**src/rtl/output_accumulator_bank.sv**
```systemverilog
// Per-neuron signed MAC accumulator bank. Products are accumulated round-robin across
// NUM_NEURONS accumulators, then drained through a rescale/ReLU/saturate stage to output RAM.
module output_accumulator_bank #(
    parameter  int NUM_NEURONS = 8,
    parameter  int IN_W        = 16,
    parameter  int ACC_W       = 32,
    parameter  int OUT_W       = 16,
    parameter  int FRAC_BITS   = 8,
    localparam int ADDR_W      = $clog2(NUM_NEURONS)
) (
    input  logic                    clock,
    input  logic                    clear_n,
    input  logic                    start,
    input  logic signed [IN_W-1:0]  active_z,
    input  logic signed [IN_W-1:0]  active_m,
    input  logic                    next_element,
    input  logic                    last_element,
    input  logic                    relu_en,
    input  logic                    en,
    input  logic                    out_ram_ready,
    output logic [ADDR_W-1:0]       out_ram_address,
    output logic signed [OUT_W-1:0] out_ram_data,
    output logic                    out_ram_write,
    output logic                    busy,
    output logic                    finished,
    output logic                    overflow
);

    typedef enum logic [1:0] {IDLE, ACCUM, DRAIN, DONE} state_t;

    localparam logic [ADDR_W-1:0]       LAST_IDX = ADDR_W'(NUM_NEURONS - 1);
    localparam logic signed [ACC_W-1:0] SAT_MAX  = ACC_W'((64'sd1 <<< (OUT_W - 1)) - 64'sd1);
    localparam logic signed [ACC_W-1:0] SAT_MIN  = ~SAT_MAX;

    state_t                  state_q, state_d;
    logic signed [ACC_W-1:0] acc_q [NUM_NEURONS];
    logic signed [ACC_W-1:0] acc_d [NUM_NEURONS];
    logic [ADDR_W-1:0]       sel_q, sel_d;
    logic [ADDR_W-1:0]       addr_q, addr_d;
    logic                    overflow_q, overflow_d;
    logic                    busy_q, finished_q;

    logic signed [2*IN_W-1:0] product;
    logic signed [ACC_W-1:0]  product_ext;
    logic signed [ACC_W-1:0]  shifted;
    logic signed [ACC_W-1:0]  rectified;
    logic                     clip_hi, clip_lo;
    logic                     accept;

    always_comb begin
        product     = active_z * active_m;
        product_ext = ACC_W'(product);
        shifted     = acc_q[addr_q] >>> FRAC_BITS;
        rectified   = (relu_en && shifted[ACC_W-1]) ? '0 : shifted;
        clip_hi     = rectified > SAT_MAX;
        clip_lo     = rectified < SAT_MIN;
        if (clip_hi) begin
            out_ram_data = SAT_MAX[OUT_W-1:0];
        end else if (clip_lo) begin
            out_ram_data = SAT_MIN[OUT_W-1:0];
        end else begin
            out_ram_data = rectified[OUT_W-1:0];
        end
        out_ram_write = (state_q == DRAIN) && en;
        accept        = out_ram_write && out_ram_ready;
    end

    // start overrides every state, including an abort in the middle of a layer
    always_comb begin
        state_d    = state_q;
        acc_d      = acc_q;
        sel_d      = sel_q;
        addr_d     = addr_q;
        overflow_d = overflow_q;
        if (start) begin
            for (int i = 0; i < NUM_NEURONS; i++) acc_d[i] = '0;
            sel_d      = '0;
            addr_d     = '0;
            overflow_d = 1'b0;
            state_d    = ACCUM;
        end else begin
            case (state_q)
                ACCUM: begin
                    if (next_element) begin
                        acc_d[sel_q] = acc_q[sel_q] + product_ext;
                        sel_d        = (sel_q == LAST_IDX) ? '0 : sel_q + 1'b1;
                    end
                    if (last_element) state_d = DRAIN;
                end
                DRAIN: begin
                    if (accept) begin
                        overflow_d = overflow_q | clip_hi | clip_lo;
                        if (addr_q == LAST_IDX) begin
                            addr_d  = '0;
                            state_d = DONE;
                        end else begin
                            addr_d = addr_q + 1'b1;
                        end
                    end
                end
                default: ;
            endcase
        end
    end

    always_ff @(posedge clock or negedge clear_n) begin
        if (!clear_n) begin
            state_q <= IDLE;
            for (int i = 0; i < NUM_NEURONS; i++) acc_q[i] <= '0;
            sel_q      <= '0;
            addr_q     <= '0;
            overflow_q <= 1'b0;
            busy_q     <= 1'b0;
            finished_q <= 1'b0;
        end else begin
            state_q    <= state_d;
            acc_q      <= acc_d;
            sel_q      <= sel_d;
            addr_q     <= addr_d;
            overflow_q <= overflow_d;
            busy_q     <= (state_d == ACCUM) || (state_d == DRAIN);
            finished_q <= (state_d == DONE);
        end
    end

    assign out_ram_address = addr_q;
    assign busy            = busy_q;
    assign finished        = finished_q;
    assign overflow        = overflow_q;

endmodule
```
**config.mk**
```make
export PLATFORM = sky130hd
export DESIGN_NAME = output_accumulator_bank
export DESIGN_NICKNAME = d
export VERILOG_FILES = /design/src/rtl/output_accumulator_bank.sv
export SDC_FILE = /design/constraint.sdc
export NUM_CORES = 1
export LEC_CHECK = 0
export ABC_AREA = 1
export BUFFER_PORTS_ARGS = -buffer_cell sky130_fd_sc_hd__buf_2
export CELL_PAD_IN_SITES_DETAIL_PLACEMENT = 0
export CELL_PAD_IN_SITES_GLOBAL_PLACEMENT = 1
export CORE_UTILIZATION = 44
export DETAILED_ROUTE_END_ITERATION = 16
export HOLD_SLACK_MARGIN = 0.15
export PLACE_DENSITY_LB_ADDON = 0.1
export SLEW_MARGIN = 25
export SYNTH_ARGS = -nofsm -noshare
export SYNTH_HDL_FRONTEND = slang
export SYNTH_SLANG_ARGS = --single-unit
export TNS_END_PERCENT = 30
```
**constraint.sdc**
```tcl
create_clock -name clock -period 5.2 [get_ports clock]
set_input_delay 0.52 -clock clock [delete_from_list [all_inputs] [get_ports clock]]
set_output_delay 0.52 -clock clock [all_outputs]
set_load 0.05 [all_outputs]
```
Word-level counts from Yosys, hierarchy flattened. Cells that the tools add are included.

Latch bits: 0. Output and inout bits: 23. Memories: 0. Memory bits (writable): 0. ROM bits: 0. Word-level logic and storage cells: 76. Register bits: 267.

Eq/ne operators: 7. $add $sub $neg: 3. Multiply operators: 1. $lt $le $gt $ge: 5. Bitwise operators: 4. Div/mod/pow operators: 0. Reductions and logical operators: 11. Multiplexer cells: 31. Shift-type cells: 0.

Operators by type and width (count): 256-bit 2-to-1 mux (3); 256-bit bitwise mux (1); 32-bit binary-select mux with 3-bit select (2); 32-bit 2-to-1 mux (6); 32-bit demux with 3-bit select (1); 32-bit adder (1); 32-bit by 16-bit > comparator with 1-bit output (second input constant) (1); 32-bit by 16-bit < comparator with 1-bit output (second input constant) (1); 16-bit by 16-bit multiplier with 32-bit output (1); 16-bit 2-to-1 mux (2); 3-bit 2-to-1 mux (8); 4-bit greater-or-equal comparator (second input constant) (2); 2-bit 2-to-1 mux (4); 3-bit NOT with 4-bit output (2); 2-bit nonzero test (4); 3-bit by 1-bit adder with 3-bit output (second input constant) (2); 2-bit equality test (second input constant) (3); 3-bit equality test (second input constant) (2); 2-bit by 1-bit equality test with 1-bit output (second input constant) (2); 1-bit logical AND (4); 4-bit by 1-bit < comparator with 1-bit output (second input constant) (1); 2-bit one-hot mux with 2 select lines (1); 2-bit AND reduction (2); 1-bit 2-to-1 mux (3); other kinds (2) (3).

Longest topological paths before layout. Gate-level depths: netlist of run 1.

Depth in word-level cells: 12. Mapped depth: 30.

Worst setup path before layout of run 1. No wires, ideal clock.

Path type: input-to-reg. Start: input active_m[1]. End: register acc_q[122] (netlist bit). Cell stages on the path: 21. Required time: 5067 ps. Data arrival time: 5722 ps. Setup time: 133 ps. Path slack: -656 ps. Cells stage by stage: clkbuf_1 > nand2_1 > inv_1 > fa_1 > inv_1 > fa_1 > inv_1 > fa_1 > fa_1 > fa_1 > inv_1 > fa_1 > inv_1 > ha_1 > nand2_1 > inv_1 > a21oi_1 > a21boi_0 > nand4_1 > nand3_1 > o21ai_0.

Longest elaborated chain between the ends: 6.

Ends and longest elaborated chain: start, declared (line 15) `input logic signed [IN_W-1:0] active_m,`; 16-bit by 16-bit multiplier with 32-bit output (line 51) `product = active_z * active_m;`; 32-bit adder (line 85) `acc_d[sel_q] = acc_q[sel_q] + product_ext;`; 256-bit bitwise mux (line 85); 256-bit 2-to-1 mux (line 84) `if (next_element) begin`; 256-bit 2-to-1 mux (line 82) `case (state_q)`; 256-bit 2-to-1 mux (line 75) `if (start) begin`; end signal, assigned (line 117) `acc_q <= acc_d;`; end, declared (line 36) `logic signed [ACC_W-1:0] acc_q [NUM_NEURONS];`.

No other way between the ends. The select of a mux whose other input is x is not followed. A chain may end at the register's enable or synchronous reset.

Worst setup path after layout of run 1.
Start: register sel_q[2]. End: register acc_q[120] (netlist bit).

Longest elaborated chain between the ends: 9.

Ends and longest elaborated chain: start, declared (line 38) `logic [ADDR_W-1:0] sel_q, sel_d;`; start signal, assigned (line 118) `sel_q <= sel_d;`; 3-bit NOT with 4-bit output (implied by the code) (*) (line 85); 32-bit binary-select mux with 3-bit select (tied with other cells) (line 85); 32-bit 2-to-1 mux (implied by the code) / 1-bit logical AND (equally long branches) (line 85); 32-bit 2-to-1 mux (implied by the code) (line 85); 32-bit adder / 32-bit demux with 3-bit select (equally long branches) (line 85); 256-bit bitwise mux (*) (line 85); 256-bit 2-to-1 mux (*) (line 84); 256-bit 2-to-1 mux (*) (line 82); 256-bit 2-to-1 mux (*) (line 75).

Every way passes the cells marked *; elsewhere a longest branch is shown, timed or not. The select of a mux whose other input is x is not followed.

==> metrics.yaml, run 1 <==
setup_path:
  start_kind: "flop"
  worstSetupPathType: "reg2reg"
  worst_ep_required_time_ps: 5650
  ff2ff_setup_slack_ps: -510
  arrival_ps: 6160
  crit_path_max_fanout: 8
  end_kind: "flop"
floorplan:
  start_util_pct: 44.69
  die_y_um: 241.8
  core_area_um2: 56600
  die_width_um: 241.8
  io_pins: 63
  num_rows: 87
  die_area_um2: 58460
place:
  gp_congestion: 0.9441
  post-place-ws_ps: -1191
  place.detailed.hpwl_um: 65200
  dpl.cell_count: 4178
  io_buffer_count: 62
cells_and_area:
  final_common_cell: "nand2_1"
  num_antenna_cells: 0
  syn_to_final_growth_pct: 29.61
  final_cell_mix: "nand2_1 (655), inv_1 (623), buf_4 (344)"
  final_cells: 4283
  final_util_pct: 57.93
  nets: 3943
  drive_gt1_share_pct: 28.58
timing:
  final.period_utilization_pct: 109.8
  skew_ps: 17.52
  worst_pin_slew_ps: 1089
  drv_slew: 0
  period_needed_ps: 5709
  setup_violations: 192
  slew_headroom_pct: 27.34
  hold_violations: 0
  clock.fmax_mhz: 175.2
  rsz0062_at_grt: "true"
  fin_ws_ps: -508.7
clock_network:
  clock-root-buffer: "clkbuf_16"
  cts_tree: "yes"
  clockBufferDepth: 3
  cts.clk_slew.worst_paths_ps: 60
  insertion_delay_ps: 590
  cts_buffers: 28
  htree_levels: 1
  clock-sinks: 267
global_routing:
  grt_max_degree: 115
  grt_pass1_vias: 24710
  grt_usage_pct: 31.90
  grt_pass1_wl_um: 144100
  antenna_found_initial: 0
  grt_overflow: 0
synth:
  synth-edff-count: 0
  synth_area_um2: 25300
  synthTopCellsByArea: "dfrtp_1 (26%), fa_1 (23%), nand2_1 (11%), inv_1 (9.8%), ha_1 (5.2%)"
  synthDistinctLibCells: 56
  syn_area_per_cell_um2: 8.011
  synth_top_area_share_pct: 26.41
  async_reset_ff_share_pct: 100.0
  ys_ff_latch: 267
  synth_seq_area_share_pct: 26.41
  synth_top_cell_by_area: "dfrtp_1"
  syn_nets: 3596
  syn_inst: 3158
  yosysWarningCount: 0
  ys.flop_type: "dfrtp_1"
detailed_routing:
  drc: 0
  vias: 23570
  finalWirelength_um: 91600
  drtPass1Iterations: 6
  drtIter0Drc: 1948
  ant_nets: 0
  wl_per_cell_um: 21.39
  viasPerCell: 5.503
flow_run:
  max-cap-violations: 0
outcome:
  violations: "negative setup slack"
  status: "finished with violations"
hold_path:
  hold_class: "in2reg"
[what timing repair did]
action                                  in CTS  in global routing
resized for setup                          379                131
setup buffers                               36                 18
hold endpoints to repair                   112                  0
pin swaps                                  178                 68
gates cloned                                 0                  0
endpoints found under the setup margin     208                208
hold buffers                                 1                  0
[cell usage after synthesis (23+ instances only)]
master and count:
nand2_1 727, inv_1 663, fa_1 292, dfrtp_1 267, nand3_1 215, o21ai_0 177, o22ai_1 119, ha_1 106
a21oi_1 100, clkbuf_1 91, nor2_1 59, buf_2 44, o21ai_1 32, a221oi_1 31, inv_2 23
[state kept, by name, indices dropped and copies added (netlist names)]
name / count
acc_q: 256
out_ram_address: 3
sel_q: 3
state_q: 2
busy: 1
finished: 1
overflow: 1
[path summary, 6_finish.rpt]
check | startpoint | end | cells after the start
hold reg to reg | acc_q[255] | acc_q[255] | 2
setup reg to reg | sel_q[2] | acc_q[120] | 26
hold / removal | out_ram_ready | overflow | 4
setup / recovery | sel_q[2] | acc_q[120] | 26
min in group asynchronous | clear_n | acc_q[25] | 2
max in group asynchronous | clear_n | acc_q[5] | 3
[layout make-up]
type	count	area, um^2
clock buffer	46	838.3
clock inverter	6	97.59
fill	5160	23810
inverter	689	2633
multi-input combinational	2045	17650
sequential	267	6689
tap	756	945.9
timing repair buffer	474	3936
[per-stage QoR]
step                cell area (um^2)  hold WS, ps  setup TNS, ps
CTS                            32150        279.5         -60180
detailed placement             29230        465.4        -159730
floorplan                      26200        224.4         -18960
global placement               29230        467.0        -155690
global route                   32790        330.4        -112200
finish                         32790        288.3         -72000
[per-layer routing]
layer  GRT usage, %  vias up  wire length (um)
li1               -    10570                 -
met1          42.04    11710             36940
met2          52.90     1051             43340
met3          4.373      249              7249
met4          13.09        0              4063
met5              0        -                 0
[worst max-delay path, cell delays in order (launching register included)]
cell       delay (ps)
dfrtp_2           470
nand2_4           110
buf_4             120
nor2_4             50
buf_4             150
buf_4             200
a22oi_1           260
o2111ai_2         190
buf_6             180
ha_4              240
fa_2              540
fa_1              420
fa_1              510
inv_2              40
fa_1              490
inv_2              50
ha_4              270
a21oi_4           220
nor2_4             50
nor2_4            140
o21ai_2            90
nand2_1            80
nand3_2            80
buf_6             140
or2_4             310
nand3_2            80
o21ai_1            60
[kinds of logic after synthesis]
group	share of synthesized area (%)
simple gates	19.12
xor+xnor	0.6726
compound gates	12.24
flops	26.41
buf+inv	13.21
fa+ha+maj	28.35
Power of run 1 is left out: the tool's default activity adds up to more than one toggle a clock period on the data nets, which glitch-free logic cannot reach.
==> run 2, diff against run 1 <==
CORE_UTILIZATION = 45   (was 44)
CTS_BUF_LIST = sky130_fd_sc_hd__clkbuf_4   (was default)
==> run 2 against run 1 <==
Effect of this change:
- the flow still finishes with violations (negative setup slack)
- global-route usage rose by 0.75 points
- routed wire length fell by 0.16%
- setup slack got worse by 170 ps
- hold slack got worse by 120 ps
- register-to-register slack got worse by 170 ps
- sequential cell count did not move
- fmax fell by 2.8%
- die area fell by 2.2%
- critical path type unchanged
==> metrics.yaml, run 2 (synthesized netlist as in run 1, its figures left out) <==
outcome:
  status: "finished with violations"
  violations: "negative setup slack"
timing:
  slew_headroom_pct: 24.80  # -2.5 points
  period_needed_ps: 5874  # +165.3 ps
  fin_ws_ps: -674.0  # -165.3 ps
  clock.fmax_mhz: 170.2  # -2.8%
  final.period_utilization_pct: 113.0  # +3.2 points
  drv_slew: 0  # unchanged
  skew_ps: 48.40  # +30.88 ps
  worst_pin_slew_ps: 1121  # +32.27 ps
  hold_violations: 0  # unchanged
  rsz0062_at_grt: "true"
  setup_violations: 200  # +4.2%
global_routing:
  met1_usage_pct: 42.79  # +0.75 points
  met3_usage_pct: 4.838  # +0.47 points
  grtUsageMet2_pct: 54.53  # +1.6 points
  grt_overflow: 0  # unchanged
  grt_pass1_wl_um: 140600  # -2.4%
  grt_usage_pct: 32.66  # +0.75 points
  grt_pass1_vias: 24140  # -2.3%
  top_usage_layer: "met2"
  antenna_found_initial: 2  # +2
  grt_max_degree: 134  # +17%
clock_network:
  cts_buffers: 71  # +150%
  insertion_delay_ps: 790  # +200 ps
  htree_levels: 3  # +2
  clock-sinks: 267  # unchanged
  clockBufferDepth: 3  # unchanged
  clock-root-buffer: "clkbuf_4"
  cts_tree: "yes"
  cts.clk_slew.worst_paths_ps: 70  # about the same
detailed_routing:
  viasPerCell: 5.527  # +0.43%
  drtPass1Iterations: 6  # unchanged
  ant_nets: 0  # unchanged
  drtIter0Drc: 1987  # +2.0%
  wl_per_cell_um: 21.27  # -0.53%
  finalWirelength_um: 91450  # -0.16%
  drc: 0  # unchanged
  vias: 23760  # +0.80%
floorplan:
  die_y_um: 239.1  # -1.1%
  num_rows: 86  # -1.1%
  die_width_um: 239.1  # -1.1%
  core_area_um2: 55310  # -2.3%
  io_pins: 63  # unchanged
  die_area_um2: 57170  # -2.2%
  start_util_pct: 45.74  # +1.0 points
place:
  gp_congestion: 0.9000  # -4.7%
  place.detailed.hpwl_um: 65480  # +0.43%
  post-place-ws_ps: -1304  # -113.7 ps
  io_buffer_count: 62  # unchanged
cells_and_area:
  syn_to_final_growth_pct: 26.58
  top_register: "acc_q"
  final_cell_mix: "nand2_1 (672), inv_1 (629), buf_4 (312)"
  ff_latch_area_um2: 6688  # about the same
  final_common_cell: "nand2_1"
  fill_cells: 5212  # +1.0%
  multi_input_area_um2: 17380  # -1.5%
  drive_gt1_share_pct: 27.77  # -0.81 points
  largest_reg_flops: 256  # unchanged
  nets: 3943  # unchanged
flow_run:
  max-cap-violations: 0  # unchanged
setup_path:
  worstSetupPathType: "reg2reg"
  crit_buf_inv: 7  # unchanged
  start_kind: "flop"
  cp_top_family: "adder cells"
  slowest_stage: "fa_1"
  end_kind: "flop"
  arrival_ps: 6530  # +370 ps
  crit_path_max_fanout: 8  # unchanged
  slowest_delay_ps: 570  # +30 ps
  worst_ep_required_time_ps: 5860  # +210 ps
hold_path:
  hold_class: "in2reg"
[run 2: repair_timing]
item / CTS / global route
pin swaps: 58 / 106
gates resized for setup: 145 / 267
hold buffers: 2 / 0
endpoints found under the setup margin: 216 / 216
buffers inserted: 9 / 21
endpoints found under the hold margin: 134 / 0
[run 2: cell type report]
| type | instances | share of cell area (%) |
|---|---|---|
| Antenna cell | 4 | 0.03126 |
| Sequential cell | 267 | 20.88 |
| Tap cell | 748 | 2.922 |
| Multi-Input combinational cell | 2045 | 54.28 |
| Inverter | 689 | 8.193 |
| Clock inverter | 15 | 0.3438 |
| Timing Repair Buffer | 431 | 11.00 |
| Clock buffer | 100 | 2.344 |
[run 2: worst paths after layout]
kind | start | endpoint | slack (ps) | cells after the start
worst max-delay path | sel_q[1] | acc_q[188] | -670 | 25
worst min-delay path | last_element | state_q[1] | 170 | 3
worst max register to register | sel_q[1] | acc_q[188] | -670 | 25
worst min register to register | acc_q[159] | acc_q[159] | 480 | 2
max in group asynchronous | clear_n | acc_q[223] | 3870 | 3
min in group asynchronous | clear_n | acc_q[203] | 260 | 2
[run 2: worst min-delay path: cells and delay by family]
kind / cells / cell delay [ps]
AO/OA/AOI/OAI: 2 / 240
buffers and inverters: 1 / 110
[run 2: through the flow]
step	hold slack (ps)	setup TNS (ps)	area [um^2]	util [%]	cells
final	171.3	-86010	32020	57.90	4299
after global routing	205.1	-125780	32020	57.89	4297
after CTS	150.5	-91410	30660	55.44	4276
after detailed placement	466.9	-171620	29080	52.58	4150
after global placement	466.5	-168610	29080	52.58	4150
after floorplan	224.4	-18960	26200	-	3158
[run 2: layer usage]
layer,part of all wire [%],vias up
li1,-,10630
met3,7.5,225
met4,3.6,0
met1,41,11880
met5,0,-
met2,48,1024
Power of run 2 is left out for the same reason.
